===== src/rtl/shift_sequencer_pkg.sv =====
// Shared definitions for the shift sequencer and the register integration top.
//   seq_state_e : sequencer FSM state encoding
//   MODE_*      : mode-select codes understood by the 8-bit shift register
//   shift_mode  : picks the shift mode code from a direction bit
package shift_sequencer_pkg;

  typedef enum logic [1:0] {
    IDLE  = 2'd0,
    LOAD  = 2'd1,
    SHIFT = 2'd2,
    DONE  = 2'd3
  } seq_state_e;

  localparam logic [1:0] MODE_HOLD = 2'b00;
  localparam logic [1:0] MODE_LOAD = 2'b01;
  localparam logic [1:0] MODE_SHL  = 2'b10;
  localparam logic [1:0] MODE_SHR  = 2'b11;

  function automatic logic [1:0] shift_mode(input logic dir);
    return dir ? MODE_SHR : MODE_SHL;
  endfunction

endpackage


===== src/rtl/shift_seq_cnt.sv =====
// Remaining-shift counter for the shift sequencer.
//   clk, rst_n : clock, async active-low reset
//   load_i     : load count_i (clamped to WIDTH)
//   count_i    : requested shift count
//   en_i       : decrement by one (saturates at zero)
//   zero_o     : counter is zero
module shift_seq_cnt #(
  parameter int WIDTH = 8,
  parameter int CNT_W = 4
) (
  input  logic             clk,
  input  logic             rst_n,
  input  logic             load_i,
  input  logic [CNT_W-1:0] count_i,
  input  logic             en_i,
  output logic             zero_o
);

  localparam logic [CNT_W-1:0] MAX_CNT = CNT_W'(WIDTH);

  logic [CNT_W-1:0] cnt_q, cnt_d;

  always_comb begin
    cnt_d = cnt_q;
    if (load_i) begin
      cnt_d = (count_i > MAX_CNT) ? MAX_CNT : count_i;
    end else if (en_i && (cnt_q != '0)) begin
      cnt_d = cnt_q - CNT_W'(1);
    end
  end

  always_ff @(posedge clk or negedge rst_n) begin
    if (!rst_n) cnt_q <= '0;
    else        cnt_q <= cnt_d;
  end

  assign zero_o = (cnt_q == '0);

endmodule


===== src/rtl/shift_sequencer.sv =====
// Control stage for the 8-bit parallel-load shift register: accepts a byte
// and shift command, then issues one load cycle and N shift cycles.
//   clk, rst_n           : clock, async active-low reset
//   data_i, count_i      : byte to load, number of shifts (clamped to WIDTH)
//   dir_i, fill_i        : shift direction (1 = right), serial fill bit
//   valid_i / ready_o    : command handshake
//   hold_i               : stall, freezes shifting
//   S_o, data_o          : register mode select and parallel data
//   data_L_o, data_R_o   : MSB fill (right shift) / LSB fill (left shift)
//   busy_o, done_o       : command in progress / one-cycle completion pulse
//
// state | meaning
// IDLE  | ready for a command, register held
// LOAD  | one cycle of parallel load of the captured byte
// SHIFT | shift cycles; hold_i inserts hold cycles without consuming count
// DONE  | one-cycle done pulse, then back to IDLE
module shift_sequencer
  import shift_sequencer_pkg::*;
#(
  parameter int WIDTH = 8,
  parameter int CNT_W = 4
) (
  input  logic             clk,
  input  logic             rst_n,
  input  logic [WIDTH-1:0] data_i,
  input  logic [CNT_W-1:0] count_i,
  input  logic             dir_i,
  input  logic             fill_i,
  input  logic             valid_i,
  output logic             ready_o,
  input  logic             hold_i,
  output logic [1:0]       S_o,
  output logic [WIDTH-1:0] data_o,
  output logic             data_L_o,
  output logic             data_R_o,
  output logic             busy_o,
  output logic             done_o
);

  seq_state_e       state_q, state_d;
  logic [1:0]       s_q, s_d;
  logic [WIDTH-1:0] data_q, data_d;
  logic             dir_q, dir_d;
  logic             fill_q, fill_d;
  logic             data_l_q, data_l_d;
  logic             data_r_q, data_r_d;
  logic             busy_q, busy_d;
  logic             done_q, done_d;
  logic             accept;
  logic             cnt_en;
  logic             cnt_zero;

  // The counter holds shifts still to be issued; it is decremented on the
  // edge that starts each shift cycle, so zero in SHIFT means the last shift
  // is the one currently on S_o.
  shift_seq_cnt #(
    .WIDTH (WIDTH),
    .CNT_W (CNT_W)
  ) u_cnt (
    .clk     (clk),
    .rst_n   (rst_n),
    .load_i  (accept),
    .count_i (count_i),
    .en_i    (cnt_en),
    .zero_o  (cnt_zero)
  );

  always_comb begin
    state_d = state_q;
    s_d     = MODE_HOLD;
    data_d  = data_q;
    dir_d   = dir_q;
    fill_d  = fill_q;
    done_d  = 1'b0;
    accept  = 1'b0;
    cnt_en  = 1'b0;

    case (state_q)
      IDLE: begin
        if (valid_i) begin
          accept  = 1'b1;
          data_d  = data_i;
          dir_d   = dir_i;
          fill_d  = fill_i;
          state_d = LOAD;
          s_d     = MODE_LOAD;
        end
      end
      LOAD: begin
        // hold_i is not looked at here: the first shift always follows LOAD
        if (cnt_zero) begin
          state_d = DONE;
          done_d  = 1'b1;
        end else begin
          state_d = SHIFT;
          s_d     = shift_mode(dir_q);
          cnt_en  = 1'b1;
        end
      end
      SHIFT: begin
        if (cnt_zero) begin
          state_d = DONE;
          done_d  = 1'b1;
        end else if (!hold_i) begin
          s_d    = shift_mode(dir_q);
          cnt_en = 1'b1;
        end
      end
      DONE: begin
        state_d = IDLE;
      end
      default: begin
        state_d = IDLE;
      end
    endcase

    data_l_d = (state_d == SHIFT) &&  dir_q && fill_q;
    data_r_d = (state_d == SHIFT) && !dir_q && fill_q;
    busy_d   = (state_d != IDLE);
  end

  always_ff @(posedge clk or negedge rst_n) begin
    if (!rst_n) begin
      state_q  <= IDLE;
      s_q      <= MODE_HOLD;
      data_q   <= '0;
      dir_q    <= 1'b0;
      fill_q   <= 1'b0;
      data_l_q <= 1'b0;
      data_r_q <= 1'b0;
      busy_q   <= 1'b0;
      done_q   <= 1'b0;
    end else begin
      state_q  <= state_d;
      s_q      <= s_d;
      data_q   <= data_d;
      dir_q    <= dir_d;
      fill_q   <= fill_d;
      data_l_q <= data_l_d;
      data_r_q <= data_r_d;
      busy_q   <= busy_d;
      done_q   <= done_d;
    end
  end

  assign ready_o  = (state_q == IDLE);
  assign S_o      = s_q;
  assign data_o   = data_q;
  assign data_L_o = data_l_q;
  assign data_R_o = data_r_q;
  assign busy_o   = busy_q;
  assign done_o   = done_q;

endmodule

===== config.mk =====
export PLATFORM = sky130hd
export DESIGN_NAME = shift_sequencer
export DESIGN_NICKNAME = d
export VERILOG_FILES = /design/src/rtl/shift_sequencer_pkg.sv /design/src/rtl/shift_seq_cnt.sv /design/src/rtl/shift_sequencer.sv
export SDC_FILE = /design/constraint.sdc
export NUM_CORES = 1
export LEC_CHECK = 0
export CORE_MARGIN = 2
export CORE_UTILIZATION = 39
export DETAILED_ROUTE_END_ITERATION = 7
export GPL_TIMING_DRIVEN = 0
export PLACE_DENSITY_LB_ADDON = 0.12
export SYNTH_ARGS = -nofsm -noshare
export SYNTH_HDL_FRONTEND = slang
export SYNTH_SLANG_ARGS = --single-unit

===== constraint.sdc =====
create_clock -name clk -period 1.44 [get_ports clk]
set_input_delay 0.288 -clock clk [delete_from_list [all_inputs] [get_ports clk]]
set_output_delay 0.288 -clock clk [all_outputs]
set_load 0.05 [all_outputs]

After elaboration in Yosys (flattened, before gate mapping). Index checks and enable logic that the tools add are counted.

Bits in registers: 22. Input bits: 18. Output and inout bits: 15. Word-level logic and storage cells: 50.

$add $sub $neg: 1. Magnitude comparators: 1. Equal/unequal tests: 4. Muxes and demuxes: 21. Reduce and logical (&&, ||, !) cells: 13.

Operator list (count): 4-bit 2-to-1 mux (3); 1-bit 2-to-1 mux (10); 2-bit 2-to-1 mux (5); 2-bit one-hot mux with 4 select lines (1); 2-bit equality test, second input constant (3); 2-bit one-hot mux with 3 select lines (1); 1-bit logical AND (5); 4-bit > comparator, second input constant (1); 4-bit logical NOT (1); 2-bit nonzero test (2); 4-bit nonzero test (1); 4-bit by 1-bit subtractor with 4-bit output, second input constant (1); 2-bit by 1-bit equality test with 1-bit output, second input constant (1); 2-bit logical NOT (1); 1-bit one-hot mux with 2 select lines (1); 2-bit AND reduction (1); 2-bit OR reduction (1); 1-bit logical NOT (1).

Depth between registers and ports, before layout.
Word-level depth: 6. Mapped depth: 7. Depth with buffers taken out: 6.

Modules after synthesis. A second synthesis with hierarchy kept.

Cells, all modules: 89. Area total of the unflattened synthesis: 1041.0 um^2.

Modules (own cells, without submodules): shift_sequencer (instances 1, cells an instance 61, area each 779.5 um^2, seq. area each 450.4 um^2); shift_seq_cnt (instances 1, cells an instance 28, area each 261.5 um^2, seq. area each 100.1 um^2).

Worst setup path after synthesis. Ideal clock, no wire load.

Kind: flip-flop to flip-flop. Start point: register state_q[0]. End point: register dir_q. Library setup time: 129 ps. Data arrival time: 1775 ps. Data required time: 1311 ps. Slack: -464 ps. Cell stages (with the launch flop): 7. Buffers on the path: 2. Period minus slack after synthesis: 1904 ps. Cell sequence: dfrtp_1 -> inv_1 -> ha_1 -> and2_1 -> clkbuf_1 -> clkbuf_1 -> o21ai_1.

Longest elaborated chain between the ends: 2.

RTL lines: from (decl) (line shift_sequencer.sv:40) `seq_state_e state_q, state_d;`; from (signal assigned) (line shift_sequencer.sv:134) `state_q <= state_d;`; 2-bit logical NOT; via ready_o (line shift_sequencer.sv:30) `output logic ready_o,`; 2-bit AND reduction (no line); to (signal assigned) (line shift_sequencer.sv:137) `dir_q <= dir_d;`; to (decl) (line shift_sequencer.sv:43) `logic dir_q, dir_d;`.

The timed path passes the listed nets, and every way through them passes these cells. A chain may end at the register's enable or synchronous reset.

Final worst setup path.
Start point: register u_cnt.cnt_q[1]. End point: register u_cnt.cnt_q[3].

Longest elaborated chain between the ends: 5. Elaborated cells between the ends (all ways): 10. Classes of those cells: 1 x add/sub; 5 x mux; 4 x reduce/logical.

RTL lines: from (decl) (line shift_seq_cnt.sv:21) `logic [CNT_W-1:0] cnt_q, cnt_d;`; from (signal assigned) (line shift_seq_cnt.sv:34) `else cnt_q <= cnt_d;`; branches (longest 5 deep; another with 4-bit by 1-bit subtractor with 4-bit output).

Several ways; the timed one is not identified. The select of a mux whose other input is x is not followed.

==> flow_summary.ini <==
[clocking]
clock_sinks = 22
clk_latency_ns = 0.30
cts_made_buffers = 3
hold_buffers = 0
clock_path_buffers = 2
path_clk_slew_ns = 0.12
cts_tree = yes
cts-root-buf = clkbuf_4
htree_levels = 1

[logic_synthesis]
synth_compound_area_share_pct = 9.87
synth_mux_area_share_pct = 0
synth_cells = 99
synthAdderAreaFrac_pct = 6.41
seq_area_frac_synth_pct = 56.4
ys_warn_count = 0
syn_area_um2 = 976
synthDistinctLibCells = 24
synth_nets = 122
synth-simple-area-share_pct = 22.1
yosys_register_bits = 22
synth-xor-area-share_pct = 1.79
synth_top_family_by_area = simple AND/OR/NAND/NOR gates
avgSynthCellArea_um2 = 9.86

[routing]
antenna_left = 0
wl_per_cell_um = 11.5
drc = 0
vias = 810
drtIter0Drc = 11
drt_wl_total_um = 1980
viasPerCell = 4.71
first_pass_iters = 4

[setup_path]
crit_path_end = u_cnt.cnt_q[3]$_DFFE_PN0P_
r2r-end = u_cnt.cnt_q[3]$_DFFE_PN0P_
crit_chain = inv_2 -> ha_4 -> or3b_4 -> o211ai_4 -> or3_1 -> a31oi_1
cp_data_arrival_time_ns = 1.75
crit_required_ns = 1.67
cp_top_family = simple AND/OR/NAND/NOR gates
critical_path_buf_inv_count = 1
critical_path.startpoint_type = flip-flop
cpMaxStageDelayCell = dfrtp_1
max_stage_delay_ns = 0.40
path_depth = 6
end_kind = flip-flop
crit_path_max_fanout = 5
r2r_cells = 6
r2r_slack_ns = -0.07
crit_start = u_cnt.cnt_q[1]$_DFFE_PN0P_
r2r-start = u_cnt.cnt_q[1]$_DFFE_PN0P_
timing_worst_setup_path_type = flip-flop to flip-flop

[floorplanning]
dieWidth_um = 54.0
die_y_um = 54.0
io_pins = 33
rows = 18
start_util_pct = 40.1
core_region_area_mm2 = 0.00243
die-area_mm2 = 0.00292

[grt]
track_usage_pct = 14.6
grt_pass1_vias = 696
grt_max_degree = 23
grt_pass1_wl_um = 3040
grt_overflow_total = 0
antenna_found_initial = 0

[power]
totalPowerFinal_mw = 3.66
power.leakage_nw = 0.706
powerDensity_mw_per_mm2 = 2450
ir_drop_v = 0.00136

[timing]
period_needed_ns = 1.51
max_freq_ghz = 0.660
finalCritPeriodShare_pct = 105
finalHoldViolCount = 0
skew_ns = 0.00222
setup_viol = 7
tightest_slew_ns = 0.929
setup_ws_ns = -0.0744
slew_viol_final = 0
slew_headroom_pct = 37.9
setup_tns_ns = -0.309
rsz0062_at_grt = true
holdWs_ns = 0.449

[hold_path]
hold_depth = 1
min_path_type = flip-flop to flip-flop

[layout]
mostFrequentLayoutCell = nand2_1
final_util_pct = 61.3
nets = 166
final_cell_mix = nand2_1 (31), dfrtp_1 (22), clkdlybuf4s50_1 (17)
diodes = 0
instances_no_fill = 172
layout-drive-gt1-share_pct = 28.2
area.growth.synth_to_final_pct = 52.8
fin_area_mm2 = 0.00149

[flow_run]
drv_cap = 0

[place]
placed_cell_area_mm2 = 0.00139
dp_hpwl_um = 1430
gp_congestion = 0.783
dp_cells = 161
port_buffers = 32
post-place-ws_ns = -0.379

[outcome]
failed_checks = negative setup slack
status = complete, but fails checks
-- flip-flops by register name, summed over array words and instances (netlist names) --
register and count:
S_o 2, busy_o 1, fill_q 1, data_o 8
state_q 2, data_R_o 1, data_L_o 1, u_cnt.cnt_q 4
dir_q 1, done_o 1
-- worst min path at each step --
stage | end | from
global placement | data_R_o$_DFF_PN0_ | dir_q$_DFFE_PN0P_
CTS | data_R_o$_DFF_PN0_ | dir_q$_DFFE_PN0P_
finish | data_R_o$_DFF_PN0_ | dir_q$_DFFE_PN0P_
global route | data_R_o$_DFF_PN0_ | dir_q$_DFFE_PN0P_
detailed placement | data_R_o$_DFF_PN0_ | dir_q$_DFFE_PN0P_
floorplan | S_o[0]$_DFF_PN0_ | rst_n
-- Yosys cell counts, drive strengths merged --
master	instances	share of area, %
a31oi	1	0.64
and2	1	0.64
clkbuf	3	1.2
dfrtp	22	56
ha	5	6.4
inv	6	2.3
nand2	31	12
nand2b	1	0.64
nand3	1	0.51
nand3b	3	2.3
nor2	5	1.9
nor2b	1	0.64
nor3	2	1.0
o211a	1	1.0
o211ai	1	1.3
o21a	1	0.77
o21ai	7	3.6
o311ai	2	2.6
or3	2	1.3
or3b	1	1.2
xnor2	1	0.90
xor2	1	0.90
-- where the power goes --
group,total [mW],leakage [nW],internal (mW),switching (mW)
sequential,1.06,0.276,0.895,0.160
clock,0.337,0.0210,0.154,0.182
combinational,2.26,0.409,0.895,1.37
-- routing by layer --
layer  share of wire, %  vias to the layer above  wire length, um  track usage, %
li1                   -                      410                -               -
met1                 44                      380              876            19.6
met2                 51                       18             1000            22.6
met3                4.6                        2               91            3.33
met4               0.51                        0               10            6.25
met5                  0                        -                0               0
-- final cells by class --
cell class	count	area, um2
plain buffers	3	31.3
clock buffers	4	36.3
flip-flops and latches	22	551
inverters	6	22.5
multi-input cells	68	455
repair buffers	39	358
well taps	30	37.5
fillers	201	941
-- cells by family (layout without fill, tap and decap cells) --
logic type      Yosys count  after routing
compound gates           13             13
xor+xnor                  2              2
fa+ha+maj                 5              5
buf+inv                   9             52
flops                    22             22
simple gates             48             48
-- what timing repair did --
action / CTS / global route
setup endpoints to repair: 33 / 26
setup buffers: 4 / 3
pin swaps: 8 / 2
resized for setup: 48 / 15
endpoints found under the hold margin: 0 / 0
-- worst reg2reg max path, stage by stage (launching register included) --
cell	delay, ns
dfrtp_1	0.40
inv_2	0.05
ha_4	0.15
or3b_4	0.27
o211ai_4	0.10
or3_1	0.32
a31oi_1	0.16
Note: power is estimated with default switching activity, not from simulation.
